### src/rtl/dmem_lsu_pkg.sv
// Shared definitions for the data-memory load/store unit: funct3 codes,
// FSM state encoding, byte-lane masks and load-extension helpers.
package dmem_lsu_pkg;

    localparam logic [2:0] F3_B  = 3'b000;
    localparam logic [2:0] F3_H  = 3'b001;
    localparam logic [2:0] F3_W  = 3'b010;
    localparam logic [2:0] F3_BU = 3'b100;
    localparam logic [2:0] F3_HU = 3'b101;

    localparam logic [3:0] LANE_B = 4'b0001;
    localparam logic [3:0] LANE_H = 4'b0011;
    localparam logic [3:0] LANE_W = 4'b1111;

    typedef enum logic [1:0] {
        IDLE   = 2'd0,
        ACC    = 2'd1,
        RDWAIT = 2'd2,
        RESP   = 2'd3
    } state_t;

    function automatic logic [31:0] extend8(input logic [7:0] v, input logic sgn);
        return {{24{sgn & v[7]}}, v};
    endfunction

    function automatic logic [31:0] extend16(input logic [15:0] v, input logic sgn);
        return {{16{sgn & v[15]}}, v};
    endfunction

endpackage

### src/rtl/dmem_lsu_align.sv
// Byte-lane steering for the LSU. Store side turns funct3/address/data into
// BRAM write enables and replicated write data; load side picks and extends
// the addressed byte or halfword. Purely combinational.
// Build option: DMEM_LSU_MISALIGN_TRAP_EN flags misaligned halfword/word
// accesses; without it the low address bits are ignored and misalign is 0.
module dmem_lsu_align
    import dmem_lsu_pkg::*;
(
    input  logic [2:0]  funct3,
    input  logic [1:0]  addr_lo,
    input  logic [31:0] wdata,
    output logic [3:0]  we,
    output logic [31:0] din,
    output logic        misalign,
    input  logic [2:0]  ld_funct3,
    input  logic [1:0]  ld_addr_lo,
    input  logic [31:0] dout,
    output logic [31:0] rdata
);

    logic [7:0]  ld_byte;
    logic [15:0] ld_half;

    // Store path: replicate data across lanes and enable only the target lanes
    always_comb begin
        we  = 4'b0000;
        din = wdata;
        case (funct3)
            F3_B: begin
                din = {4{wdata[7:0]}};
                we  = LANE_B << addr_lo;
            end
            F3_H: begin
                din = {2{wdata[15:0]}};
                we  = LANE_H << {addr_lo[1], 1'b0};
            end
            F3_W: begin
                din = wdata;
                we  = LANE_W;
            end
            default: begin
                din = wdata;
                we  = 4'b0000;
            end
        endcase
    end

    // Misalignment detection, compiled in only when trapping is enabled
    always_comb begin
        misalign = 1'b0;
`ifdef DMEM_LSU_MISALIGN_TRAP_EN
        case (funct3)
            F3_H, F3_HU: misalign = addr_lo[0];
            F3_W:        misalign = (addr_lo != 2'b00);
            default:     misalign = 1'b0;
        endcase
`endif
    end

    assign ld_byte = dout[8*ld_addr_lo +: 8];
    assign ld_half = ld_addr_lo[1] ? dout[31:16] : dout[15:0];

    // Load path: select the addressed lane and sign- or zero-extend it
    always_comb begin
        rdata = 32'd0;
        case (ld_funct3)
            F3_B:    rdata = extend8(ld_byte, 1'b1);
            F3_BU:   rdata = extend8(ld_byte, 1'b0);
            F3_H:    rdata = extend16(ld_half, 1'b1);
            F3_HU:   rdata = extend16(ld_half, 1'b0);
            F3_W:    rdata = dout;
            default: rdata = 32'd0;
        endcase
    end

endmodule

### src/rtl/dmem_lsu.sv
// Load/store unit between the core memory stage and BRAM port B.
// One request per handshake; errors are answered directly from IDLE and
// never touch the BRAM. Loads wait READ_LATENCY cycles in RDWAIT after the
// BRAM samples the address, then capture doutb.
// Build option: DMEM_LSU_MISALIGN_TRAP_EN (see dmem_lsu_align).
module dmem_lsu
    import dmem_lsu_pkg::*;
#(
    parameter int unsigned MEM_DEPTH    = 1096,
    parameter int unsigned READ_LATENCY = 1
) (
    input  logic        clkb,
    input  logic        rstb,
    input  logic        req_valid,
    output logic        req_ready,
    input  logic        req_we,
    input  logic [2:0]  req_funct3,
    input  logic [31:0] req_addr,
    input  logic [31:0] req_wdata,
    output logic        rsp_valid,
    output logic [31:0] rsp_rdata,
    output logic        rsp_err,
    output logic        bram_en,
    output logic [31:0] bram_addr,
    output logic [31:0] bram_din,
    output logic [3:0]  bram_we,
    input  logic [31:0] bram_dout,
    input  logic        bram_rst_busy
);

    localparam logic [31:0] MEM_BYTES = 32'(MEM_DEPTH * 4);
    localparam logic [1:0]  LAT_LAST  = 2'(READ_LATENCY - 1);

    state_t      state, state_nxt;
    logic        accept;
    logic        funct_bad;
    logic        req_err;
    logic        misalign;
    logic [3:0]  st_we;
    logic [31:0] st_din;
    logic [31:0] ld_rdata;

    // request attributes held for the load return path
    logic [2:0]  funct3_p0;
    logic [1:0]  lane_p0;
    logic        we_p0;

    logic [1:0]  cnt, cnt_nxt;
    logic        en_nxt;
    logic [3:0]  we_nxt;
    logic [31:0] addr_nxt, din_nxt, rdata_nxt;
    logic        rsp_valid_nxt, rsp_err_nxt;

    assign req_ready = (state == IDLE) && !bram_rst_busy && !rstb;
    assign accept    = req_valid && req_ready;

    dmem_lsu_align u_align (
        .funct3     (req_funct3),
        .addr_lo    (req_addr[1:0]),
        .wdata      (req_wdata),
        .we         (st_we),
        .din        (st_din),
        .misalign   (misalign),
        .ld_funct3  (funct3_p0),
        .ld_addr_lo (lane_p0),
        .dout       (bram_dout),
        .rdata      (ld_rdata)
    );

    // Reject funct3 codes that have no meaning for the requested direction
    always_comb begin
        funct_bad = 1'b0;
        if (req_we)
            funct_bad = (req_funct3 > F3_W);
        else
            funct_bad = (req_funct3 == 3'b011) || (req_funct3 == 3'b110) ||
                        (req_funct3 == 3'b111);
    end

    assign req_err = funct_bad || (req_addr >= MEM_BYTES) || misalign;

    // Next-state and next registered outputs
    always_comb begin
        state_nxt     = state;
        cnt_nxt       = cnt;
        en_nxt        = 1'b0;
        we_nxt        = 4'b0000;
        addr_nxt      = bram_addr;
        din_nxt       = bram_din;
        rdata_nxt     = 32'd0;
        rsp_valid_nxt = 1'b0;
        rsp_err_nxt   = 1'b0;
        case (state)
            IDLE: begin
                if (accept) begin
                    if (req_err) begin
                        state_nxt     = RESP;
                        rsp_valid_nxt = 1'b1;
                        rsp_err_nxt   = 1'b1;
                    end else begin
                        state_nxt = ACC;
                        en_nxt    = 1'b1;
                        addr_nxt  = {req_addr[31:2], 2'b00};
                        if (req_we) begin
                            we_nxt  = st_we;
                            din_nxt = st_din;
                        end
                    end
                end
            end
            ACC: begin
                if (we_p0) begin
                    state_nxt     = RESP;
                    rsp_valid_nxt = 1'b1;
                end else begin
                    state_nxt = RDWAIT;
                    cnt_nxt   = LAT_LAST;
                end
            end
            RDWAIT: begin
                if (cnt == 2'd0) begin
                    state_nxt     = RESP;
                    rsp_valid_nxt = 1'b1;
                    rdata_nxt     = ld_rdata;
                end else begin
                    cnt_nxt = cnt - 2'd1;
                end
            end
            RESP: state_nxt = IDLE;
            default: state_nxt = IDLE;
        endcase
    end

    // State and output registers; reset aborts any access in flight
    always_ff @(posedge clkb) begin
        if (rstb) begin
            state     <= IDLE;
            cnt       <= 2'd0;
            bram_en   <= 1'b0;
            bram_we   <= 4'b0000;
            bram_addr <= 32'd0;
            bram_din  <= 32'd0;
            rsp_valid <= 1'b0;
            rsp_err   <= 1'b0;
            rsp_rdata <= 32'd0;
        end else begin
            state     <= state_nxt;
            cnt       <= cnt_nxt;
            bram_en   <= en_nxt;
            bram_we   <= we_nxt;
            bram_addr <= addr_nxt;
            bram_din  <= din_nxt;
            rsp_valid <= rsp_valid_nxt;
            rsp_err   <= rsp_err_nxt;
            rsp_rdata <= rdata_nxt;
        end
    end

    // Request attributes captured at acceptance for the load return path
    always_ff @(posedge clkb) begin
        if (accept) begin
            funct3_p0 <= req_funct3;
            lane_p0   <= req_addr[1:0];
            we_p0     <= req_we;
        end
    end

endmodule

### config.mk
export PLATFORM = sky130hd
export DESIGN_NAME = dmem_lsu
export DESIGN_NICKNAME = d
export VERILOG_FILES = /design/src/rtl/dmem_lsu_pkg.sv /design/src/rtl/dmem_lsu_align.sv /design/src/rtl/dmem_lsu.sv
export SDC_FILE = /design/constraint.sdc
export NUM_CORES = 1
export LEC_CHECK = 0
export CORE_MARGIN = 2
export CORE_UTILIZATION = 44
export CTS_BUF_LIST = sky130_fd_sc_hd__clkbuf_4 sky130_fd_sc_hd__clkbuf_8
export CTS_CLUSTER_DIAMETER = 80
export CTS_CLUSTER_SIZE = 12
export DETAILED_ROUTE_END_ITERATION = 10
export PLACE_DENSITY = 0.83
export SLEW_MARGIN = 20
export SYNTH_ARGS = -nofsm -noshare
export SYNTH_HDL_FRONTEND = slang
export SYNTH_SLANG_ARGS = --single-unit
### constraint.sdc
create_clock -name clkb -period 2.94 [get_ports clkb]
set_input_delay 0.294 -clock clkb [delete_from_list [all_inputs] [get_ports clkb]]
set_output_delay 0.294 -clock clkb [all_outputs]
set_load 0.03 [all_outputs]
==> results of run 1 <==
==> kinds of logic after synthesis <==
group / count (synthesis) / share of synthesized area
AO/OA/AOI/OAI: 121 / 0.153
adder cells (fa/ha/maj): 5 / 0.0130
buffers and inverters: 47 / 0.0411
flip-flops: 111 / 0.475
multiplexers: 57 / 0.127
other: 1 / 0.000780
AND/OR/NAND/NOR: 171 / 0.190
==> per-stage QoR <==
step / instance area, µm² / util
6_report: 7240 / 0.674
5_1_grt: 7240 / 0.674
4_1_cts: 7240 / 0.674
3_3_place_gp: 7030 / 0.654
2_1_floorplan: 4810 / -
3_5_place_dp: 7030 / 0.654
==> worst max path at each step <==
stage	cells after the start	slack, ps	end
after floorplan	9	310	bram_din[20]
after global placement	6	300	bram_din[9]
after detailed placement	6	220	bram_din[9]
after CTS	4	560	req_ready
after global routing	8	390	bram_addr[4]
final	8	570	bram_addr[7]
==> synthesized netlist by cell type (2+ instances only) <==
| cell type | instances |
|---|---|
| a21o_1 | 2 |
| a21oi_1 | 60 |
| a22oi_1 | 13 |
| and2_1 | 3 |
| and3_1 | 2 |
| and4_1 | 2 |
| buf_1 | 2 |
| buf_2 | 2 |
| buf_4 | 5 |
| clkbuf_1 | 29 |
| dfxtp_1 | 105 |
| edfxtp_1 | 6 |
| ha_1 | 5 |
| inv_1 | 8 |
| mux2_1 | 14 |
| mux2_2 | 8 |
| mux2i_1 | 34 |
| nand2_1 | 69 |
| nand2b_1 | 2 |
| nand4_1 | 14 |
| nor2_1 | 19 |
| nor2b_1 | 21 |
| nor3_1 | 5 |
| nor3b_1 | 21 |
| nor4_1 | 5 |
| nor4_4 | 2 |
| o211ai_1 | 8 |
| o21a_1 | 2 |
| o21ai_0 | 14 |
| o31ai_1 | 13 |
| o41ai_1 | 2 |
| or3b_2 | 2 |
==> sequential cells by signal, summed over array words and instances, names as in the netlist <==
register   cells
cnt            2
rsp_valid      1
rsp_rdata     32
we_p0          1
bram_addr     30
lane_p0        2
bram_din      32
bram_en        1
rsp_err        1
state          2
funct3_p0      3
bram_we        4
==> power breakdown <==
group,switching [W],internal [W],total (W)
combinational,0.000321,0.000291,0.000613
sequential,0.0000262,0.00156,0.00159
clock,0.000544,0.000431,0.000975
total,0.000891,0.00228,0.00317
==> worst register-to-register path, stage by stage, from the launching register on <==
cell and delay (ps):
dfxtp_1 350, inv_1 120, ha_1 270, nor3b_2 230
nand2_1 130, inv_1 140, nand4_1 470, o31ai_1 460
a21oi_1 110
==> per-layer routing <==
metal / routed length [µm] / vias up / track usage
li1: - / 2221 / -
met1: 5710 / 2145 / 0.278
met2: 7220 / 212 / 0.425
met3: 1260 / 25 / 0.0693
met4: 264 / 0 / 0.0705
met5: 0 / - / 0
==> cell usage in the layout, fill, tap and decap left out, drive strengths merged, types with 10 or more instances in the layout <==
| master | synthesis | final |
|---|---|---|
| a21oi | 60 | 60 |
| a22oi | 13 | 13 |
| buf | 9 | 19 |
| clkbuf | 29 | 10 |
| clkdlybuf4s50 | 0 | 204 |
| dfxtp | 105 | 105 |
| inv | 8 | 11 |
| mux2 | 22 | 22 |
| mux2i | 34 | 34 |
| nand2 | 69 | 69 |
| nand4 | 14 | 14 |
| nor2 | 19 | 19 |
| nor2b | 21 | 21 |
| nor3b | 21 | 21 |
| o21ai | 15 | 15 |
| o31ai | 13 | 13 |
==> layout make-up <==
type                    count  area share
repair buffers            223       0.303
well taps                 140      0.0242
clock inverters             6      0.0104
inverters                   9     0.00467
clock buffers              10      0.0190
flip-flops and latches    111       0.315
multi-input cells         356       0.323
==> flow_metrics.tcl, run 1 <==
set metrics [dict create \
    r2r_setup_slack_ps 570 \
    cts_setup_buffers 0 \
    clock-sinks 111 \
    clkLatencyLatePin_ps 380 \
    required_ps 3210 \
    worstPathArrival_ps 2630 \
    min_path_cells 2 \
    io-pin-count 208 \
    place_inst 839 \
    routed_wl_um 14500 \
    wl_per_cell_um 16.9 \
    grt_usage 0.239 \
    gp_congestion 0.873 \
    cp_cell_sequence "inv_1 > ha_1 > nor3b_2 > nand2_1 > inv_1 > nand4_1 > o31ai_1 > a21oi_1" \
    start_kind "flip-flop" \
    total_power_w 0.00317 \
    synth_edf_count 6 \
    clock_path_buffers 2 \
    cts_tree "built" \
    r2r.worst_path.cells 8 \
    cp-end-kind "flip-flop" \
    grt_overflow 0 \
    cts_hold_buf 0 \
    areaGrowthSynthToFinish_pct 50.6 \
    min_from "rstb" \
    crit_start "state[0]" \
    grt_pass1_vias 4514 \
    die-width_um 109 \
    port_buffers 205 \
    synthArstFlopShare 0 \
    cts.clk_slew.worst_paths_ps 110 \
    pre_cts_slack_ps 216 \
    multi_input_area_um2 2340 \
    cp_slowest_cell "nand4_1" \
    hold_ws_ps 318 \
    cp_common_cell "inv_1" \
    worst_pin_slew_ps 723 \
    routed_via_density 5.38 \
    yosysSeqAreaShare 0.475 \
    yosys.area.top_type "dfxtp_1" \
    syn_inst 513 \
    critPathBufInv 2 \
    reg2reg_to "bram_addr[7]" \
    post-route-worst-setup-slack_ps 571 \
    worst_path_dominant_cell_family "simple AND/OR/NAND/NOR gates" \
    drive_gt1_frac 0.0727 \
    netlist_area_um2 4810 \
    synth_flop_cell "dfxtp_1" \
    hold_viol 0 \
    nets 819 \
    cts_root_buffer "clkbuf_8" \
    die_h_um 109 \
    finalSetupViolations 0 \
    slew_viol_final 0 \
    die_area_um2 11800 \
    yosys_register_bits 111 \
    antenna_left 0 \
    setup-tns-final_ps 0 \
    finalCritPeriodShare 0.806 \
    rsz0062_at_grt "false" \
    n_fill_cell 865 \
    htreeDepth 3 \
    grt_start_max_net_pins 52 \
    drt-initial-drc-count 314 \
    register_area_um2 2280 \
    vias 4603 \
    dp_hpwl_um 10800 \
    hold_class "input port to flip-flop" \
    grt_pass1_wl_um 22000 \
    first_pass_iters 5 \
    finClkSkew_ps 7.18 \
    critical_path_class "flip-flop to flip-flop" \
    ys_types 46 \
    antennaDiodeCount 0 \
    synth_top_area_frac 0.437 \
    fp.coreArea_um2 10700 \
    cts_resized 0 \
    core.rowCount 38 \
    cp_slowest_stage_delay_ps 470 \
    status "finished clean" \
    r2r_start "state[0]" \
    initial_core_util 0.447 \
    fmax_mhz 422 \
    power.leakage_nw 2.59 \
    yosysWarnings 0 \
    power_density_nw_per_um2 438 \
    antenna_found_initial 0 \
    period_needed_ps 2370 \
    avgSynthCellArea_um2 9.37 \
    maxCapViolCount 0 \
    cts_buffers 9 \
    drc 0 \
    ir_worst_vdd_mv 0.378 \
    final_cells 855 \
    critPathMaxFanout 12 \
    synth_area_leaders "dfxtp_1 (44%), mux2i_1 (7.1%), a21oi_1 (6.2%), nand2_1 (5.4%), edfxtp_1 (3.7%)" \
    maxSlewHeadroom 0.514 \
    hold_path_end "bram_addr[2]" \
]
(Power assumes the default switching activity.)
==> run 2, diff against run 1 <==
Clock period 2.94 ns to 2.3 ns, I/O delays scaled along.
==> run 2 against run 1 <==
Critical path depth grew 1. Global-route usage grew 0.22 points. Worst hold slack gained 28 ps. Combinational power grew 35%. Design area grew 2.5%. Via count grew 1.1%. First-iteration DRC count shrank 29%. Sequential cell count is the same. Core utilization grew 1.7 points. Cell count grew 1.3%. Wire length shrank 0.13%. Clock-buffer cell count shrank 1. Critical path type unchanged. Highest routed layer unchanged.
==> flow_metrics.tcl, run 2 (same netlist as run 1, synthesis figures left out) <==
set metrics [dict create \
    r2r_setup_slack_ps 140 \
    hold_class "input port to flip-flop" \
    worstPathArrival_ps 2460 \
    initial_core_util 0.447 \
    start_kind "flip-flop" \
    fmax_mhz 462 \
    cp_slowest_cell "and4_1" \
    rsz0062_at_grt "false" \
    final_cells 866 \
    htreeDepth 3 \
    status "finished clean" \
    grt_overflow 0 \
    drt-initial-drc-count 222 \
    ir_worst_vdd_mv 0.398 \
    cts_setup_buffers 0 \
    cts_buffers 9 \
    min_from "rstb" \
    n_fill_cell 821 \
    hold_ws_ps 345 \
    cts_tree "built" \
    cts.clk_slew.worst_paths_ps 100 \
    wl_per_cell_um 16.7 \
    cp_cell_sequence "inv_2 > ha_4 > nor3b_4 > nand2_2 > inv_4 > buf_4 > and4_1 > nand4_1 > a21oi_1" \
    areaGrowthSynthToFinish_pct 54.3 \
    antennaDiodeCount 0 \
    cts_hold_buf 0 \
    finalCritPeriodShare 0.940 \
    die-width_um 109 \
    critPathMaxFanout 11 \
    final_common_cell "clkdlybuf4s50_1" \
    core.rowCount 38 \
    gp_congestion 0.892 \
    io-pin-count 208 \
    required_ps 2590 \
    drc 0 \
    min_path_cells 3 \
    grt_pass1_vias 4584 \
    grt_usage 0.242 \
    hold_viol 0 \
    critical_path_class "flip-flop to flip-flop" \
    die_h_um 109 \
    power_density_nw_per_um2 562 \
    dp_hpwl_um 11000 \
    grt_start_max_net_pins 52 \
    slew_viol_final 0 \
    clock-sinks 111 \
    antenna_found_initial 0 \
    finalSetupViolations 0 \
    reg2reg_to "bram_addr[9]" \
    r2r.worst_path.cells 9 \
    layout_common_cells "clkdlybuf4s50_1 (204), dfxtp_1 (103), nand2_1 (67)" \
    worst_path_dominant_cell_family "simple AND/OR/NAND/NOR gates" \
    clock_path_buffers 2 \
    maxCapViolCount 0 \
    fp.coreArea_um2 10700 \
    hold_path_end "cnt[1]" \
    cp-end-kind "flip-flop" \
    grt_pass1_wl_um 22400 \
    place_inst 850 \
    critPathBufInv 3 \
    first_pass_iters 5 \
    nets 830 \
    vias 4655 \
    r2r_start "state[0]" \
    cts_resized 0 \
    cts_root_buffer "clkbuf_8" \
    die_area_um2 11800 \
    worst_pin_slew_ps 657 \
    post-route-util 0.690 \
    total_power_w 0.00416 \
    routed_via_density 5.38 \
    maxSlewHeadroom 0.558 \
    finClkSkew_ps 7.79 \
    top_regs "bram_din: 32 flops, rsp_rdata: 32 flops, bram_addr: 30 flops" \
    cp_slowest_stage_delay_ps 460 \
    power.leakage_nw 2.67 \
    port_buffers 205 \
    drive_gt1_frac 0.106 \
    period_needed_ps 2160 \
    antenna_left 0 \
    routed_wl_um 14400 \
    clkLatencyLatePin_ps 370 \
]
## run 2: changes by cell type in the layout (fill, tap and decap cells not counted), moves of 3 or more
cell,delta
inv_1,-3
mux2_4,+6
mux2_1,-6
buf_4,+9
## run 2: how the worst max path moves through the flow
stage / start / endpoint / slack, ps / cells past startpoint
after detailed placement: req_addr[6] / bram_addr[16] / -30 / 7
after floorplan: state[0] / bram_din[20] / -10 / 9
final: state[0] / bram_addr[9] / 140 / 9
after global routing: state[0] / bram_addr[10] / 50 / 9
after CTS: state[0] / req_ready / 130 / 4
after global placement: req_addr[26] / bram_din[8] / -20 / 7
## run 2: layout make-up
type	count	area, µm²	share of cell area
Timing Repair Buffer	234	2300	0.310
Clock inverter	7	103	0.0138
Clock buffer	9	124	0.0167
Tap cell	140	175	0.0236
Multi-Input combinational cell	356	2390	0.322
Inverter	9	36.3	0.00489
Sequential cell	111	2280	0.308
## run 2: worst reg2reg max path: stages (launching register included)
cell and delay (ps):
dfxtp_2 350, inv_2 100, ha_4 170, nor3b_4 220, nand2_2 120, inv_4 80
buf_4 170, and4_1 460, nand4_1 200, a21oi_1 220
## run 2: report_power, final
| group | internal, W | switching (W) |
|---|---|---|
| registers | 0.00200 | 0.0000360 |
| logic | 0.000403 | 0.000426 |
| clock network | 0.000627 | 0.000675 |
| total | 0.00303 | 0.00114 |
## run 2: per-stage QoR
step           area, µm²  setup slack (ps)  TNS, ps
2_1_floorplan       4880             -12.1     -130
3_3_place_gp        7190             -15.3    -44.2
3_5_place_dp        7190             -26.1     -278
4_1_cts             7420               134        0
5_1_grt             7420              54.0        0
6_report            7420               138        0
## run 2: metal layers
metal | vias up | track usage | wire length, µm
met1 | 2170 | 0.280 | 5810
li1 | 2240 | - | -
met4 | 0 | 0.0824 | 306
met2 | 216 | 0.430 | 7140
met5 | - | 0 | 0
met3 | 29 | 0.0627 | 1190
